`config.mk`:
```
export PLATFORM = sky130hd
export DESIGN_NAME = mem_arbiter_flat
export DESIGN_NICKNAME = d
export VERILOG_FILES = /design/src/rtl/mem_arbiter_if.sv /design/src/rtl/mem_arbiter.sv /design/src/flat_wrapper.sv
export SDC_FILE = /design/constraint.sdc
export NUM_CORES = 1
export LEC_CHECK = 0
export BUFFER_PORTS_ARGS = -buffer_cell sky130_fd_sc_hd__buf_2
export CAP_MARGIN = 15
export CORE_ASPECT_RATIO = 1.2
export CORE_UTILIZATION = 40
export CTS_BUF_LIST = sky130_fd_sc_hd__clkbuf_8
export CTS_CLUSTER_DIAMETER = 120
export DETAILED_ROUTE_END_ITERATION = 8
export PLACE_DENSITY = 0.71
export SLEW_MARGIN = 20
export SYNTH_ARGS = -nofsm -noshare
export SYNTH_HDL_FRONTEND = slang
export SYNTH_SLANG_ARGS = --single-unit
```
`constraint.sdc`:
```
create_clock -name clk_in -period 8.15 [get_ports clk_in]
set_input_delay 0.4075 -clock clk_in [delete_from_list [all_inputs] [get_ports clk_in]]
set_output_delay 0.4075 -clock clk_in [all_outputs]
set_load 0.1 [all_outputs]
```
`src/rtl/mem_arbiter_if.sv`:
```
// Request/response bundle between the IC and LS requesters, the arbiter and the byte-wide RAM.
// The master modport is the requester/RAM side and the slave modport is the arbiter side.
interface mem_arbiter_if;
    logic        ic_req;
    logic [31:0] ic_addr;
    logic        ic_done;
    logic [31:0] ic_data;
    logic        ls_req;
    logic        ls_wr;
    logic [31:0] ls_addr;
    logic [1:0]  ls_len;
    logic [31:0] ls_wdata;
    logic        ls_done;
    logic [31:0] ls_rdata;
    logic [7:0]  mem_din;
    logic [7:0]  mem_dout;
    logic [31:0] mem_a;
    logic        mem_wr;

    modport slave (
        input  ic_req, ic_addr, ls_req, ls_wr, ls_addr, ls_len, ls_wdata, mem_din,
        output ic_done, ic_data, ls_done, ls_rdata, mem_dout, mem_a, mem_wr
    );

    modport master (
        output ic_req, ic_addr, ls_req, ls_wr, ls_addr, ls_len, ls_wdata, mem_din,
        input  ic_done, ic_data, ls_done, ls_rdata, mem_dout, mem_a, mem_wr
    );
endinterface

```
`src/rtl/mem_arbiter.sv`:
```
// Byte-serial arbiter sharing one 8-bit RAM port between instruction fetch and load/store.
// Define MEM_ARB_ROUND_ROBIN_EN for round-robin arbitration; otherwise LS always has priority.
module mem_arbiter (
    input  logic         clk_in,
    input  logic         rst_in,
    input  logic         rdy_in,
    input  logic         rob_clear,
    mem_arbiter_if.slave bus
);
    typedef enum logic [2:0] {IDLE, IC_RD, LS_RD, LS_WR, DONE} state_t;

    state_t      state, state_d;
    logic [2:0]  cnt, cnt_d, cnt_inc, ls_n, n_cur;
    logic [1:0]  cap_idx;
    logic [31:0] acc, acc_d, base;
    logic        ic_done_q, ic_done_d, ls_done_q, ls_done_d;
    logic [31:0] ic_data_q, ic_data_d, ls_rdata_q, ls_rdata_d;
    logic [31:0] mem_a_q, mem_a_d;
    logic [7:0]  mem_dout_q, mem_dout_d;
    logic        mem_wr_q, mem_wr_d;
    logic        ls_first;
`ifdef MEM_ARB_ROUND_ROBIN_EN
    logic        last_ic, last_ic_d, contested, contested_d;
`endif

    always_comb begin
        ls_n    = (bus.ls_len == 2'b00) ? 3'd1 : (bus.ls_len == 2'b01) ? 3'd2 : 3'd4;
        n_cur   = (state == IC_RD) ? 3'd4 : ls_n;
        base    = (state == IC_RD) ? bus.ic_addr : bus.ls_addr;
        cnt_inc = cnt + 3'd1;
        cap_idx = cnt[1:0] - 2'd1;
`ifdef MEM_ARB_ROUND_ROBIN_EN
        ls_first = last_ic;
`else
        ls_first = 1'b1;
`endif
    end

    always_comb begin
        state_d    = state;
        cnt_d      = cnt;
        acc_d      = acc;
        ic_data_d  = ic_data_q;
        ls_rdata_d = ls_rdata_q;
        ic_done_d  = 1'b0;
        ls_done_d  = 1'b0;
        mem_a_d    = 32'd0;
        mem_dout_d = 8'd0;
        mem_wr_d   = 1'b0;
`ifdef MEM_ARB_ROUND_ROBIN_EN
        last_ic_d   = last_ic;
        contested_d = contested;
`endif
        case (state)
            IDLE: begin
                if (!rob_clear) begin
                    if (bus.ls_req && (ls_first || !bus.ic_req)) begin
                        state_d    = bus.ls_wr ? LS_WR : LS_RD;
                        cnt_d      = 3'd0;
                        acc_d      = 32'd0;
                        mem_a_d    = bus.ls_addr;
                        mem_wr_d   = bus.ls_wr;
                        mem_dout_d = bus.ls_wr ? bus.ls_wdata[7:0] : 8'd0;
                    end else if (bus.ic_req) begin
                        state_d = IC_RD;
                        cnt_d   = 3'd0;
                        acc_d   = 32'd0;
                        mem_a_d = bus.ic_addr;
                    end
`ifdef MEM_ARB_ROUND_ROBIN_EN
                    contested_d = bus.ic_req && bus.ls_req;
`endif
                end
            end
            IC_RD, LS_RD: begin
                if (rob_clear) begin
                    state_d = IDLE;
                    cnt_d   = 3'd0;
                end else begin
                    // RAM data lags the address by one cycle: byte cnt-1 arrives now.
                    if (cnt != 3'd0) acc_d[{cap_idx, 3'b000} +: 8] = bus.mem_din;
                    cnt_d = cnt_inc;
                    if (cnt_inc < n_cur) mem_a_d = base + {29'd0, cnt_inc};
                    if (cnt == n_cur) begin
                        state_d = DONE;
                        cnt_d   = 3'd0;
                        if (state == IC_RD) begin
                            ic_data_d = acc_d;
                            ic_done_d = 1'b1;
                        end else begin
                            ls_rdata_d = acc_d;
                            ls_done_d  = 1'b1;
                        end
`ifdef MEM_ARB_ROUND_ROBIN_EN
                        if (contested) last_ic_d = (state == IC_RD);
`endif
                    end
                end
            end
            LS_WR: begin
                if (cnt_inc < n_cur) begin
                    cnt_d      = cnt_inc;
                    mem_a_d    = base + {29'd0, cnt_inc};
                    mem_wr_d   = 1'b1;
                    mem_dout_d = bus.ls_wdata[{cnt_inc[1:0], 3'b000} +: 8];
                end else begin
                    state_d   = DONE;
                    cnt_d     = 3'd0;
                    ls_done_d = 1'b1;
`ifdef MEM_ARB_ROUND_ROBIN_EN
                    if (contested) last_ic_d = 1'b0;
`endif
                end
            end
            DONE:    state_d = IDLE;
            default: state_d = IDLE;
        endcase
    end

    always_ff @(posedge clk_in or negedge rst_in) begin
        if (!rst_in) begin
            state      <= IDLE;
            cnt        <= 3'd0;
            acc        <= 32'd0;
            ic_done_q  <= 1'b0;
            ls_done_q  <= 1'b0;
            ic_data_q  <= 32'd0;
            ls_rdata_q <= 32'd0;
            mem_a_q    <= 32'd0;
            mem_dout_q <= 8'd0;
            mem_wr_q   <= 1'b0;
`ifdef MEM_ARB_ROUND_ROBIN_EN
            last_ic    <= 1'b1;
            contested  <= 1'b0;
`endif
        end else if (rdy_in) begin
            state      <= state_d;
            cnt        <= cnt_d;
            acc        <= acc_d;
            ic_done_q  <= ic_done_d;
            ls_done_q  <= ls_done_d;
            ic_data_q  <= ic_data_d;
            ls_rdata_q <= ls_rdata_d;
            mem_a_q    <= mem_a_d;
            mem_dout_q <= mem_dout_d;
            mem_wr_q   <= mem_wr_d;
`ifdef MEM_ARB_ROUND_ROBIN_EN
            last_ic    <= last_ic_d;
            contested  <= contested_d;
`endif
        end
    end

    // A stalled write cycle must not strobe the RAM, so the strobe is gated by rdy_in.
    assign bus.mem_wr   = mem_wr_q & rdy_in;
    assign bus.mem_a    = mem_a_q;
    assign bus.mem_dout = mem_dout_q;
    assign bus.ic_done  = ic_done_q;
    assign bus.ic_data  = ic_data_q;
    assign bus.ls_done  = ls_done_q;
    assign bus.ls_rdata = ls_rdata_q;
endmodule

```
`src/flat_wrapper.sv`:
```
// flat-port wrapper written by rule: the top's interface ports become plain ports
module mem_arbiter_flat 
  (clk_in, rst_in, rdy_in, rob_clear, bus_ic_req, bus_ic_addr, bus_ls_req, bus_ls_wr, bus_ls_addr, bus_ls_len, bus_ls_wdata, bus_mem_din, bus_ic_done, bus_ic_data, bus_ls_done, bus_ls_rdata, bus_mem_dout, bus_mem_a, bus_mem_wr);
  mem_arbiter_if bus_i ();
  input  logic clk_in;
  input  logic rst_in;
  input  logic rdy_in;
  input  logic rob_clear;
  input wire logic [$bits(bus_i.ic_req)-1:0] bus_ic_req;
  input wire logic [$bits(bus_i.ic_addr)-1:0] bus_ic_addr;
  input wire logic [$bits(bus_i.ls_req)-1:0] bus_ls_req;
  input wire logic [$bits(bus_i.ls_wr)-1:0] bus_ls_wr;
  input wire logic [$bits(bus_i.ls_addr)-1:0] bus_ls_addr;
  input wire logic [$bits(bus_i.ls_len)-1:0] bus_ls_len;
  input wire logic [$bits(bus_i.ls_wdata)-1:0] bus_ls_wdata;
  input wire logic [$bits(bus_i.mem_din)-1:0] bus_mem_din;
  output wire logic [$bits(bus_i.ic_done)-1:0] bus_ic_done;
  output wire logic [$bits(bus_i.ic_data)-1:0] bus_ic_data;
  output wire logic [$bits(bus_i.ls_done)-1:0] bus_ls_done;
  output wire logic [$bits(bus_i.ls_rdata)-1:0] bus_ls_rdata;
  output wire logic [$bits(bus_i.mem_dout)-1:0] bus_mem_dout;
  output wire logic [$bits(bus_i.mem_a)-1:0] bus_mem_a;
  output wire logic [$bits(bus_i.mem_wr)-1:0] bus_mem_wr;
  assign bus_i.ic_req = bus_ic_req;
  assign bus_i.ic_addr = bus_ic_addr;
  assign bus_i.ls_req = bus_ls_req;
  assign bus_i.ls_wr = bus_ls_wr;
  assign bus_i.ls_addr = bus_ls_addr;
  assign bus_i.ls_len = bus_ls_len;
  assign bus_i.ls_wdata = bus_ls_wdata;
  assign bus_i.mem_din = bus_mem_din;
  assign bus_ic_done = bus_i.ic_done;
  assign bus_ic_data = bus_i.ic_data;
  assign bus_ls_done = bus_i.ls_done;
  assign bus_ls_rdata = bus_i.ls_rdata;
  assign bus_mem_dout = bus_i.mem_dout;
  assign bus_mem_a = bus_i.mem_a;
  assign bus_mem_wr = bus_i.mem_wr;
  mem_arbiter u_core (.clk_in(clk_in), .rst_in(rst_in), .rdy_in(rdy_in), .rob_clear(rob_clear), .bus(bus_i));
endmodule
```
==> key figures <==
STA
  – Final setup fails: 0
  – Final-report hold violation count: 0
  – Final period util: 0.569
  – Min Tclk post-route: 4.64 ns
  – Relative slew margins: 0.294
  – Slack of the critical path: 3.51 ns
  – Worst slew pin tran: about 1.1 ns
  – Setup TNS: 0 ns
  – Max-slew violations: 0
  – RSZ-0062 raised after global routing: no
  – Final Skew: 0.0218 ns
  – Fmax achieved: 216 MHz

Die
  – Initial Utilization: 0.413
  – FP Rows: 56
  – Die X: 132 um
  – Core area: 19800 um2
  – Die area: between 20000 and 25000 um2
  – Ports: 220
  – Die Ht: between 150 and 200 um

Setup path
  – Worst Path Arrival: approximately 5.0 ns
  – CP Max Fanout: 23
  – Reg2Reg Depth: 9
  – CP Class: reg2reg
  – Slowest stage delay, CP: slightly above 0.8 ns
  – CP max-delay cell: nand2_1
  – Family with the most delay on the worst path: simple AND/OR/NAND/NOR gates
  – Reg2reg setup slack: about 3.5 ns
  – WP data required: 8.50 ns
  – Worst reg2reg endpoint: u_core.bus.mem_a[13]$_DFFE_PN0P_
  – Critical path startpoint category: flop
  – CP Cell Sequence: inv_1, ha_1, ha_1, nor2b_1, o21a_1, nor4_1, nand2_1, a211o_1, o311ai_1
  – Crit path top cell by count: ha_1
  – Reg-to-reg critical path startpoint: u_core.cnt[0]$_DFFE_PN0P_
  – Crit path buffers/inverters: 1
  – Worst Setup End Kind: flop

CTS
  – CTS Buf Count: 17
  – Num Clock Sinks: 145
  – Worst-Skew Late Latency: ~0.46 ns
  – Setup Buffers After CTS: 0
  – Root buffer cell: clkbuf_8
  – Hold-fix buffers, CTS: 1
  – CTS tree: done
  – Clk buf depth: 2
  – # resized after CTS: 0
  – CTS HTree Levels: 4
  – Clock Pin Slew Worst Setup and Hold Paths: 0.09 ns

Min path
  – Hold Crit Class: in2reg
  – Hold path start: bus_ls_wdata[4]
  – Hold endpoint: u_core.bus.mem_dout[4]$_DFFE_PN0P_
  – Hold depth: 2

Synth
  – Library cells used by synthesis: 68
  – Synth Area per Inst: 9.19 um2
  – Async set-reset flop share out of synthesis: 1.00
  – Synthesized Nets: approximately 1000
  – Flops & latches, synth: 145
  – Netlist Area Pre-Place: a little over 8000 um2
  – Number of synthesized flops with an enable pin: 0
  – Register area share after synthesis: 0.445
  – Yosys Warn Count: 0
  – Top FF cell, synth: dfrtp_1
  – Mapped Cells: 888

Global route
  – GRT Total Usage: 0.231
  – Initial antenna violation count: 2
  – Vias in the first global route: 7431
  – First-pass GRT wire length: 38600 um
  – Grt ovf: 0
  – Largest net degree at the start of global routing: 75

Layout
  – # nets final: 1205
  – Design Area, Final: 9850 um2
  – Most frequent cells in the layout: buf_2 (218), dfrtp_1 (145), nor2_1 (115)
  – Ant diodes: 0
  – Layout cell share with drive strength beyond 1: 0.258
  – Non-Filler Instances: 1352
  – Synthesis-to-layout area growth: 20.7%
  – Leading cell type in the layout, fill and taps excluded: buf_2

Placed design
  – Pre-CTS WS: 3.55 ns
  – HPWL after DPL: approximately 17000 um
  – I/O Buffers: ~220
  – GPL Wtd Cong: 0.857
  – Dpl cells: between 1000 and 1500
  – Dpl cell area: 9400 um2

Flow run
  – Max-Cap Viols: 0

Run status
  – Status: finished, final reports clean

Power and ir drop
  – VDD IR max: 256 uV
  – Final Power: 4.18 mW
  – Power Density: 424 nW/um2
  – Leakage power: roughly 4.8 nW

Drt
  – Post-DRT Antenna Nets: 0
  – Mean routed wirelength per cell: between 15 and 20 um
  – Detail-routed via count per cell: about 5.7
  – Detailed Routing Iterations Pass 1: 5
  – Routed WL: 23800 um
  – DRC errors left: 0
  – Via count: 7677
  – 1st-iter DRT viols: 636
==> synthesized netlist by cell type (4+ instances only) <==
master | count | area, um2
a32oi_1 | 8 | 70.1
nor2b_1 | 5 | 31.3
a21o_1 | 5 | 37.5
nor2_1 | 115 | 432
mux2_2 | 7 | 78.8
o221ai_1 | 26 | 228
inv_1 | 18 | 67.6
nand3_1 | 25 | 125
buf_1 | 4 | 15.0
mux2i_1 | 58 | 581
and3_1 | 5 | 31.3
a22o_1 | 9 | 78.8
buf_2 | 12 | 60.1
xnor2_1 | 6 | 52.6
dfrtp_1 | 145 | 3630
nor3_1 | 38 | 190
buf_4 | 8 | 60.1
a221o_1 | 8 | 80.1
a21oi_1 | 102 | 510
o21a_1 | 8 | 60.1
nand4_1 | 9 | 56.3
xor2_1 | 27 | 236
nor4_1 | 4 | 25.0
nand2_1 | 90 | 338
clkbuf_1 | 28 | 105
o21ai_0 | 33 | 165
a22oi_1 | 9 | 67.6
a31oi_1 | 4 | 25.0
ha_1 | 12 | 150
==> power by group <==
group          internal, mW  switching, mW  leakage, nW  total, mW
logic                 0.476           2.00         2.65       2.48
clock network         0.351          0.297        0.225      0.648
registers             0.914          0.136         1.94       1.05
total                  1.74           2.43         4.81       4.18
==> area by class of cell <==
class	count	area [um2]
fill	1898	9910
multi-input combinational	670	4210
sequential	145	3630
timing repair buffer	227	1180
tap	261	327
clock buffer	19	262
clock inverter	12	183
inverter	18	67.6
==> worst max-delay path by stage <==
stage                                                     to  slack (ns)                        start  cells after the start
after floorplan           u_core.bus.mem_dout[0]$_DFFE_PN0P_        4.67  u_core.state[1]$_DFFE_PN0P_                     13
after global placement      u_core.bus.mem_a[13]$_DFFE_PN0P_        3.79    u_core.cnt[0]$_DFFE_PN0P_                      9
after detailed placement    u_core.bus.mem_a[13]$_DFFE_PN0P_        3.55    u_core.cnt[0]$_DFFE_PN0P_                      9
after CTS                   u_core.bus.mem_a[13]$_DFFE_PN0P_        3.54    u_core.cnt[0]$_DFFE_PN0P_                      9
after global routing        u_core.bus.mem_a[13]$_DFFE_PN0P_        3.22    u_core.cnt[0]$_DFFE_PN0P_                      9
final                       u_core.bus.mem_a[13]$_DFFE_PN0P_        3.51    u_core.cnt[0]$_DFFE_PN0P_                      9
==> sequential cells by signal, summed over array words and instances (netlist names), 3 cells and up <==
name                 cells
u_core.bus.ls_rdata     32
u_core.bus.ic_data      32
u_core.acc              32
u_core.bus.mem_a        32
u_core.state             3
u_core.cnt               3
u_core.bus.mem_dout      8
==> cells by family (layout without fill, tap and decap cells) <==
family,Yosys count,count (layout),share of synthesized area
AO/OA/AOI/OAI,241,241,0.195
XOR/XNOR,33,33,0.0354
adder cells (fa/ha/maj),14,14,0.0221
buffers and inverters,73,276,0.0419
flip-flops,145,145,0.445
multiplexers,66,66,0.0836
AND/OR/NAND/NOR,316,316,0.177
==> metrics by stage <==
step / util / hold WS [ns]
global route: 0.499 / 0.172
finish: 0.499 / 0.186
CTS: 0.498 / 0.159
floorplan: - / 0.112
detailed placement: 0.475 / 0.462
global placement: 0.474 / 0.455
==> metal layers <==
layer / wire, um / vias up / GRT usage
met5: 20 / - / 0
met4: 379 / 4 / 0.0821
met3: 1570 / 41 / 0.0471
met2: 12100 / 273 / 0.401
met1: 9740 / 3749 / 0.285
li1: - / 3610 / -
==> worst reg2reg max path: cells and delay by family (launching register included) <==
family | cells | cell delay (ns)
and+or+nand+nor | 3 | 1.71
adders and majority gates | 2 | 1.14
AOI/OAI and AO/OA | 3 | 0.72
DFF | 1 | 0.70
buffers and inverters | 1 | 0.27
Power figures use the tool's default switching activity.
